**src/rtl/ifu_fetch_master_pkg.sv**
```systemverilog
// ifu_fetch_master_pkg: shared FSM states, AXI response codes and the default boot PC
package ifu_fetch_master_pkg;
  typedef enum logic [1:0] {REQ, RESP, OUT, WAIT} state_e;
  localparam logic RESP_OKAY = 1'b0;
  localparam logic RESP_ERR = 1'b1;
  localparam logic [31:0] DEFAULT_RESET_PC = 32'h8000_0000;
endpackage

```
**src/rtl/ifu_fetch_master.sv**
```systemverilog
// ifu_fetch_master: single-outstanding instruction fetch over an AXI-lite read channel
module ifu_fetch_master
  import ifu_fetch_master_pkg::*;
#(
  parameter logic [31:0] RESET_PC = DEFAULT_RESET_PC,
  parameter int unsigned CNT_W = 32
) (
  input  logic             clk,
  input  logic             rst,
  output logic [31:0]      araddr,
  output logic             arvalid,
  input  logic             arready,
  input  logic [31:0]      rdata,
  input  logic             rresp,
  input  logic             rvalid,
  output logic             rready,
  output logic [31:0]      inst,
  output logic [31:0]      inst_pc,
  output logic             inst_err,
  output logic             inst_valid,
  input  logic             inst_ready,
  input  logic             next_pc_valid,
  input  logic [31:0]      next_pc,
  output logic [CNT_W-1:0] fetch_cnt
);
  state_e state_q, state_d;
  logic [31:0] pc_q, pc_d, inst_q, inst_d;
  logic err_q, err_d;
  logic [CNT_W-1:0] cnt_q, cnt_d;
  always_comb begin
    state_d = state_q;
    pc_d = pc_q;
    inst_d = inst_q;
    err_d = err_q;
    cnt_d = cnt_q;
    case (state_q)
      REQ: if (arready) state_d = RESP;
      RESP: if (rvalid) begin
        inst_d = rdata;
        err_d = rresp;
        state_d = OUT;
      end
      OUT: if (inst_ready) begin
        cnt_d = cnt_q + CNT_W'(1);
        state_d = WAIT;
      end
      WAIT: if (next_pc_valid) begin
        pc_d = next_pc;
        // a misaligned target is reported to decode as a faulting instruction without touching the bus
        if (next_pc[1:0] == 2'b00) state_d = REQ;
        else begin
          inst_d = '0;
          err_d = RESP_ERR;
          state_d = OUT;
        end
      end
      default: state_d = REQ;
    endcase
  end
  always_ff @(posedge clk or negedge rst) begin
    if (!rst) begin
      state_q <= REQ;
      pc_q <= RESET_PC;
      inst_q <= '0;
      err_q <= RESP_OKAY;
      cnt_q <= '0;
    end else begin
      state_q <= state_d;
      pc_q <= pc_d;
      inst_q <= inst_d;
      err_q <= err_d;
      cnt_q <= cnt_d;
    end
  end
  assign arvalid = rst && state_q == REQ;
  assign rready = rst && state_q == RESP;
  assign inst_valid = rst && state_q == OUT;
  assign araddr = pc_q;
  assign inst_pc = pc_q;
  assign inst = inst_q;
  assign inst_err = err_q;
  assign fetch_cnt = cnt_q;
endmodule

```
**config.mk**
```make
export PLATFORM = sky130hd
export DESIGN_NAME = ifu_fetch_master
export DESIGN_NICKNAME = d
export VERILOG_FILES = /design/src/rtl/ifu_fetch_master_pkg.sv /design/src/rtl/ifu_fetch_master.sv
export SDC_FILE = /design/constraint.sdc
export NUM_CORES = 1
export LEC_CHECK = 0
export ABC_AREA = 1
export BUFFER_PORTS_ARGS = -buffer_cell sky130_fd_sc_hd__buf_2
export CORE_ASPECT_RATIO = 1.4
export CORE_MARGIN = 2
export CORE_UTILIZATION = 45
export CTS_CLUSTER_SIZE = 10
export DETAILED_ROUTE_END_ITERATION = 7
export PLACE_DENSITY = 0.87
export SLEW_MARGIN = 40
export SYNTH_ARGS = -nofsm -noshare
export SYNTH_HDL_FRONTEND = slang
export SYNTH_SLANG_ARGS = --single-unit
```
**constraint.sdc**
```tcl
create_clock -name clk -period 2.86 [get_ports clk]
set_input_delay 0.572 -clock clk [delete_from_list [all_inputs] [get_ports clk]]
set_output_delay 0.572 -clock clk [all_outputs]
set_load 0.01 [all_outputs]
```
== Word level (Yosys, flattened, before mapping) ==
Cells that the tools add are included.
Word-level totals
  flip-flop bits (word level): 99
  bits of input ports: 71
  output and inout bits: 132
  word-level logic and storage cells: 38
Operators by class
  add/sub/neg operators: 1
  equal/unequal tests: 8
  muxes and demuxes: 14
  reduce and logical (&&, ||, !) cells: 10
Operator list (number)
  32-bit 2-to-1 mux: 3
  32-bit one-hot mux with 2 select lines: 1
  32-bit by 1-bit adder with 32-bit output (second input constant): 1
  2-bit 2-to-1 mux: 5
  2-bit inequality test (second input constant): 5
  2-bit one-hot mux with 4 select lines: 1
  4-bit AND reduction: 2
  2-bit == test (second input constant): 2
  2-bit logical NOT: 2
  2-bit AND reduction: 2
  1-bit logical AND: 3
  1-bit 2-to-1 mux: 3
  2-bit by 1-bit == test with 1-bit output (second input constant): 1
  1-bit one-hot mux with 2 select lines: 1
  2-bit nonzero test: 1

== Longest topological paths before layout ==
Gate-level depths: netlist of run 1.
  depth in word-level cells: 4
  gate-level depth with buffers: 11
  mapped depth without buffers: 9

== Least setup slack after synthesis of run 1 ==
OpenSTA, ideal clock, no wires.
  kind: register to register
  from: register cnt_q[0] (netlist: fetch_cnt[0])
  to: register cnt_q[20] (netlist: fetch_cnt[20])
  data arrival time: 1327 ps
  required time: 2734 ps
  path slack: 1406 ps
  cell stages (with the launch flop): 8
  period minus slack after synthesis: 1454 ps
  cells stage by stage: dfrtp_1 ha_1 inv_1 nor2_1 nand3_1 nor2_4 nand2_1 xnor2_1
Between the ends
  cells in the longest elaborated chain, start to end: 1
RTL lines
  from (decl): line ifu_fetch_master.sv:29  | logic [CNT_W-1:0] cnt_q, cnt_d;
  from (signal assigned): line ifu_fetch_master.sv:72  | cnt_q <= cnt_d;
  32-bit by 1-bit adder with 32-bit output: line ifu_fetch_master.sv:44  | cnt_d = cnt_q + CNT_W'(1);
Every way passes these cells.
A chain may end at the register's enable or synchronous reset.

== Worst setup path in the final report of run 1 ==
  from: register state_q[0]
  to: register inst_q[16] (netlist: inst[16])
Between the ends
  cells in the longest elaborated chain, start to end: 3
RTL lines
  from (decl): line ifu_fetch_master.sv:26  | state_e state_q, state_d;
  from (signal assigned): line ifu_fetch_master.sv:68  | state_q <= state_d;
  2-bit == test or 2-bit by 1-bit == test with 1-bit output (tied branches): line ifu_fetch_master.sv:36  | case (state_q)
  2-bit inequality test (no line) or 2-bit nonzero test (tied branches)
  4-bit AND reduction (no line)
  to (signal assigned): line ifu_fetch_master.sv:70  | inst_q <= inst_d;
  to (decl): line ifu_fetch_master.sv:27  | logic [31:0] pc_q, pc_d, inst_q, inst_d;
Several ways; a longest one is shown, not always the timed one.

==> flow_summary.toml, run 1 <==
[timing]
setup_violations = 0
fin_crit_sh_pct = 72.88
worst_slew_pin_slew_ns = 0.5991
drv_slew = 0
rsz0062_at_grt = "false"
skew_ns = 0.009362
whs_ns = 0.2690
setup_tns_ns = 0
fmax_ghz = 0.4798
hold_viol = 0
finalCriticalPeriod_ns = 2.084
slew_headroom_pct = 60.06

[route]
wl_met1_mm = 4.053
via_per_inst = 4.957
wl_per_cell_um = 14.16
wl_met2_mm = 6.116
drt-initial-drc-count = 141
wl_mm = 11.30
drc_errors = 0
wl_met3_um = 668
num_vias = 3956
highest_layer = "met4"
postRouteAntennaNets = 0
dr.pass1.iters = 7

[yosys]
syn_nets = 559
synth_area_leaders = "dfrtp_1 (53%), nand2_1 (11%), mux2_2 (7.8%), buf_4 (5.8%), nand3_1 (3.1%)"
synth-seq-cells = 99
yosysMostFrequentCell = "nand2_1"
synth_largest_area_cell = "dfrtp_1"
synthTopCellsByCount = "nand2_1 (134), dfrtp_1 (98), buf_4 (36)"
netlist_instances = 487
async_flop_share_pct = 100.0
synth_ff_type = "dfrtp_1"
syn_area_sq_um = 4641
avgSynthCellArea_sq_um = 9.529
synth_edf_count = 0
seq_area_frac_synth_pct = 53.41
synth_warnings = 0
ys_types = 29
synth_top_area_share_pct = 52.84

[worst_setup_path]
cpLargestDelayFamily = "simple AND/OR/NAND/NOR gates"
critPathKind = "reg -> reg"
crit_slowest_cell = "dfrtp_1"
worst_ep_required_time_ns = 3.11
cpMostUsedCell = "nand2_1"
worstPathArrival_ns = 2.33
crit_buf_inv = 1
cp_max_fo = 61
cp-end-kind = "register"
cp_slowest_stage_delay_ns = 0.52
crit_chain = "nand2_1 > o22ai_1 > inv_2 > nand3b_4 > nand2_1 > o21ai_1"
critPathLaunchType = "register"
startpoint = "state_q[0]"
r2r-start = "state_q[0]"

[power]
powerDensity_nw_per_um2 = 955.5
p_leak_nw = 3.091
ir_drop_uv = 368.6
power_mw = 5.547

[clock_network]
cts-hold-fix-buffers = 0
cts_tree = "built"
cts_buffer_depth = 2
postCtsSetupRepairBufs = 0
clock_latency_ns = 0.34
clock-sinks = 99
ctsResizeCount = 0
cts_made_buffers = 9
path_clk_slew_ns = 0.07
cts_root_buf = "clkbuf_16"
htree_levels = 3

[placement]
gp_congestion = 0.8892
hpwl_mm = 8.807
postPlaceCellArea_sq_um = 5504
io_buffers = 202

[cells_and_area]
area.growth.synth_to_final_pct = 25.10
final_layout_size_suffix_gt1_share_pct = 40.57
nets = 730
seq_area_sq_um = 2479
nFillCells = 878
diodes = 0
multi_input_area_sq_um = 1678
fin_area_sq_um = 5806

[floorplan]
num_rows = 43
dieWidth_um = 89.83
start_util_pct = 46.62
ios = 203
die_area_sq_um = 11150
die_h_um = 124.2
core_sq_um = 9953

[global_route]
overflow = 0
grt_pass1_wl_mm = 17.83
grt_pass1_vias = 3736
grt_usage_pct = 20.15
antenna_found_initial = 0
grt_max_degree = 69

[worst_hold_path]
min_path_type = "in -> async"

[flow_run]
max_cap_viol_count = 0

[outcome]
status = "finished, final reports clean"
[worst reg2reg max path: cells and delay by family (launching register included)]
family	cells	cell delay (ns)
buffers and inverters	1	0.10
AND/OR/NAND/NOR	3	0.90
AO/OA/AOI/OAI	2	0.48
flip-flops	1	0.52
[kinds of logic (layout without fill, tap and decap cells)]
group / after synthesis / count (layout) / share of synthesized area, %
adders and majority gates: 1 / 1 / 0.2696
muxes: 32 / 32 / 7.765
xor gates and xnor gates: 22 / 22 / 4.152
and+or+nand+nor: 217 / 217 / 20.22
DFF: 99 / 99 / 53.41
AOI/OAI and AO/OA: 34 / 34 / 3.748
buffers and inverters: 82 / 258 / 10.43
[cells in the final DEF (no fill, tap or decap)]
master        n
nor2_1       30
o21ai_0       7
xnor2_1      15
a22oi_1       1
nor3b_1       1
o21ai_1      23
inv_8         2
buf_6         1
clkbuf_16     9
nor3_1        4
nand3_2       1
dfrtp_1      98
nor2_2        4
xor2_1        7
clkinvlp_4    1
mux2_2       32
a21oi_1       2
nand3_1      29
nor3_2        1
ha_1          1
inv_2         3
nand2_1     134
dfstp_2       1
nand4_1       8
o22ai_1       1
buf_2       201
buf_4         4
nor2_4        2
nand2_2       2
clkinv_8      1
inv_1        33
inv_6         1
nand3b_4      1
clkinv_4      2
[layer usage]
| metal | vias to the layer above | track usage [%] |
|---|---|---|
| met5 | - | 0 |
| met4 | 0 | 12.02 |
| met3 | 33 | 3.146 |
| met2 | 186 | 37.12 |
| met1 | 1865 | 22.15 |
| li1 | 1872 | - |
[final timing paths]
check                               endpoint  slack (ns)  cells past startpoint
worst max register to register      inst[16]        0.78                      6
max in group asynchronous         araddr[29]        2.10                      2
min in group clk                  araddr[14]        0.46                      2
worst max-delay path                inst[16]        0.78                      6
worst min-delay path            fetch_cnt[4]        0.27                      2
worst min register to register      inst[27]        0.47                      2
[sequential cells by signal, indices dropped and copies added, names as in the netlist]
signal	flops
araddr	32
state_q	2
inst_err	1
fetch_cnt	32
inst	32
[stage by stage]
step | util [%] | cells | setup slack (ns)
final | 58.33 | 798 | 0.7757
after global routing | 58.33 | 798 | 0.6238
after CTS | 58.29 | 798 | 0.7901
after detailed placement | 55.30 | 782 | 0.8310
after global placement | 55.30 | 782 | 0.9416
after floorplan | - | 487 | 1.406
[report_power, final]
group	internal [mW]	switching [mW]
Sequential	1.87	0.324
Combinational	0.937	1.23
Clock	0.616	0.568
Total	3.42	2.12
[cell type report]
| type | instances | area share, % |
|---|---|---|
| inverters | 36 | 2.328 |
| flip-flops and latches | 99 | 42.69 |
| repair buffers | 206 | 18.04 |
| clock buffers | 9 | 3.879 |
| multi-input cells | 306 | 28.90 |
| well taps | 135 | 2.909 |
| clock inverters | 7 | 1.250 |
Power figures use the tool's default switching activity.
==> inputs of run 2 (changes only) <==
Settings changed: CORE_UTILIZATION 45 to 43, PLACE_DENSITY 0.87 to 0.88.
Clock period 2.86 ns to 1.9 ns, I/O delays scaled along.
==> run 2 against run 1 <==
  * Critical path type unchanged
  * Setup slack got worse by 0.50 ns
  * Critical path depth increased by 2
  * Die area increased by 4.5%
  * First-iteration DRC count decreased by 2.8%
  * Via count decreased by 0.68%
  * Final cell count increased by 0.75%
==> flow_summary.toml, run 2 (same netlist as run 1, synthesis figures left out) <==
[outcome]
status = "finished, final reports clean"

[route]
via_per_inst = 4.887
dr.pass1.iters = 7
wl_per_cell_um = 14.13
postRouteAntennaNets = 0
num_vias = 3929
wl_mm = 11.36
drc_errors = 0
drt-initial-drc-count = 137

[clock_network]
cts-hold-fix-buffers = 0
postCtsSetupRepairBufs = 0
clock-sinks = 99
cts_tree = "built"
clock_latency_ns = 0.34
htree_levels = 3
cts_root_buf = "clkbuf_16"
path_clk_slew_ns = 0.08
cts_buffer_depth = 2
cts_made_buffers = 9
ctsResizeCount = 0

[floorplan]
die_h_um = 126.9
dieWidth_um = 91.80
start_util_pct = 44.37
core_sq_um = 10460
ios = 203
die_area_sq_um = 11650
num_rows = 44

[global_route]
grt_usage_pct = 19.63
grt_max_degree = 100
antenna_found_initial = 0
grt_pass1_wl_mm = 18.11
overflow = 0
grt_pass1_vias = 3754

[cells_and_area]
finalNonFillerCells = 804
nets = 733
diodes = 0
final_cell_mix = "buf_2 (201), nand2_1 (134), dfrtp_1 (98)"
final_layout_size_suffix_gt1_share_pct = 40.99
final_common_cell = "buf_2"
area.growth.synth_to_final_pct = 26.96
nFillCells = 973

[timing]
fmax_ghz = 0.6139
skew_ns = 0.009524
worst_slew_pin_slew_ns = 0.5185
finalCriticalPeriod_ns = 1.629
setup_tns_ns = 0
fin_crit_sh_pct = 85.73
hold_viol = 0
rsz0062_at_grt = "false"
slew_headroom_pct = 65.43
finalWorstSetupSlack_ns = 0.2711
whs_ns = 0.08860
setup_violations = 0
drv_slew = 0

[worst_setup_path]
cpLargestDelayFamily = "flip-flops"
cp_slowest_stage_delay_ns = 0.44
worstPathArrival_ns = 1.90
crit_buf_inv = 3
cp_max_fo = 22
critPathKind = "reg -> reg"
crit_slowest_cell = "dfrtp_1"
worst_ep_required_time_ns = 2.17
critPathLaunchType = "register"
crit_chain = "inv_2 > nand2_1 > o22ai_1 > inv_2 > nand3b_4 > buf_12 > nand2_1 > o21ai_0"
cp-end-kind = "register"

[placement]
pre_cts_ws_ns = 0.2868
hpwl_mm = 8.681
gp_congestion = 0.8966
io_buffers = 202
placedCellCount = 788

[worst_hold_path]
min_path_type = "in -> async"

[flow_run]
max_cap_viol_count = 0

[power]
powerDensity_nw_per_um2 = 1453
p_leak_nw = 3.133
power_mw = 8.563
ir_drop_uv = 758.1
==> run 2: cell count changes in the layout (fill, tap and decap cells not counted) <==
cell	before	now
buf_12	0	4
nand3_2	1	2
nand3_1	29	28
buf_6	1	0
clkinv_8	1	2
clkinvlp_4	1	0
==> run 2: layout make-up <==
| class | instances | area (sq um) | area share (%) |
|---|---|---|---|
| multi-input combinational | 306 | 1683 | 28.56 |
| sequential | 99 | 2479 | 42.07 |
| inverter | 36 | 135.1 | 2.293 |
| clock inverter | 7 | 81.33 | 1.380 |
| timing repair buffer | 209 | 1116 | 18.94 |
| tap | 138 | 172.7 | 2.931 |
| clock buffer | 9 | 225.2 | 3.822 |
==> run 2: final timing paths <==
check / start / end / slack (ns) / cells after the start
setup / recovery: state_q[1] / inst[23] / 0.27 / 8
hold / removal: rst / fetch_cnt[6] / 0.09 / 2
setup reg to reg: state_q[1] / inst[23] / 0.27 / 8
hold reg to reg: inst[27] / inst[27] / 0.47 / 2
max in group asynchronous: rst / araddr[31] / 1.39 / 2
min in group clk: next_pc[22] / araddr[22] / 0.26 / 2
==> run 2: layer usage <==
| layer | track usage, % | part of all wire [%] | up-vias |
|---|---|---|---|
| met5 | 0 | 0 | - |
| met4 | 11.85 | 4.7 | 0 |
| met3 | 3.682 | 7.0 | 37 |
| met2 | 34.73 | 52 | 187 |
| met1 | 21.69 | 36 | 1831 |
| li1 | - | - | 1874 |
==> run 2: per-stage QoR <==
step                area, sq um  util (%)
finish                     5892     56.33
global route               5892     56.33
CTS                        5892     56.33
detailed placement         5585     53.40
global placement           5585     53.40
floorplan                  4641         -
==> run 2: power breakdown <==
group	switching [mW]	internal [mW]	total (mW)	leakage, nW
clock network	0.874	0.939	1.81	0.150
logic	1.93	1.55	3.47	1.74
registers	0.461	2.81	3.27	1.25
total	3.26	5.30	8.56	3.13
==> run 2: worst register-to-register path: cells and delay by family, from the launching register on <==
family                 cells  cell delay, ns
buffers and inverters      3            0.38
AOI/OAI and AO/OA          2            0.32
and+or+nand+nor            3            0.40
DFF                        1            0.44
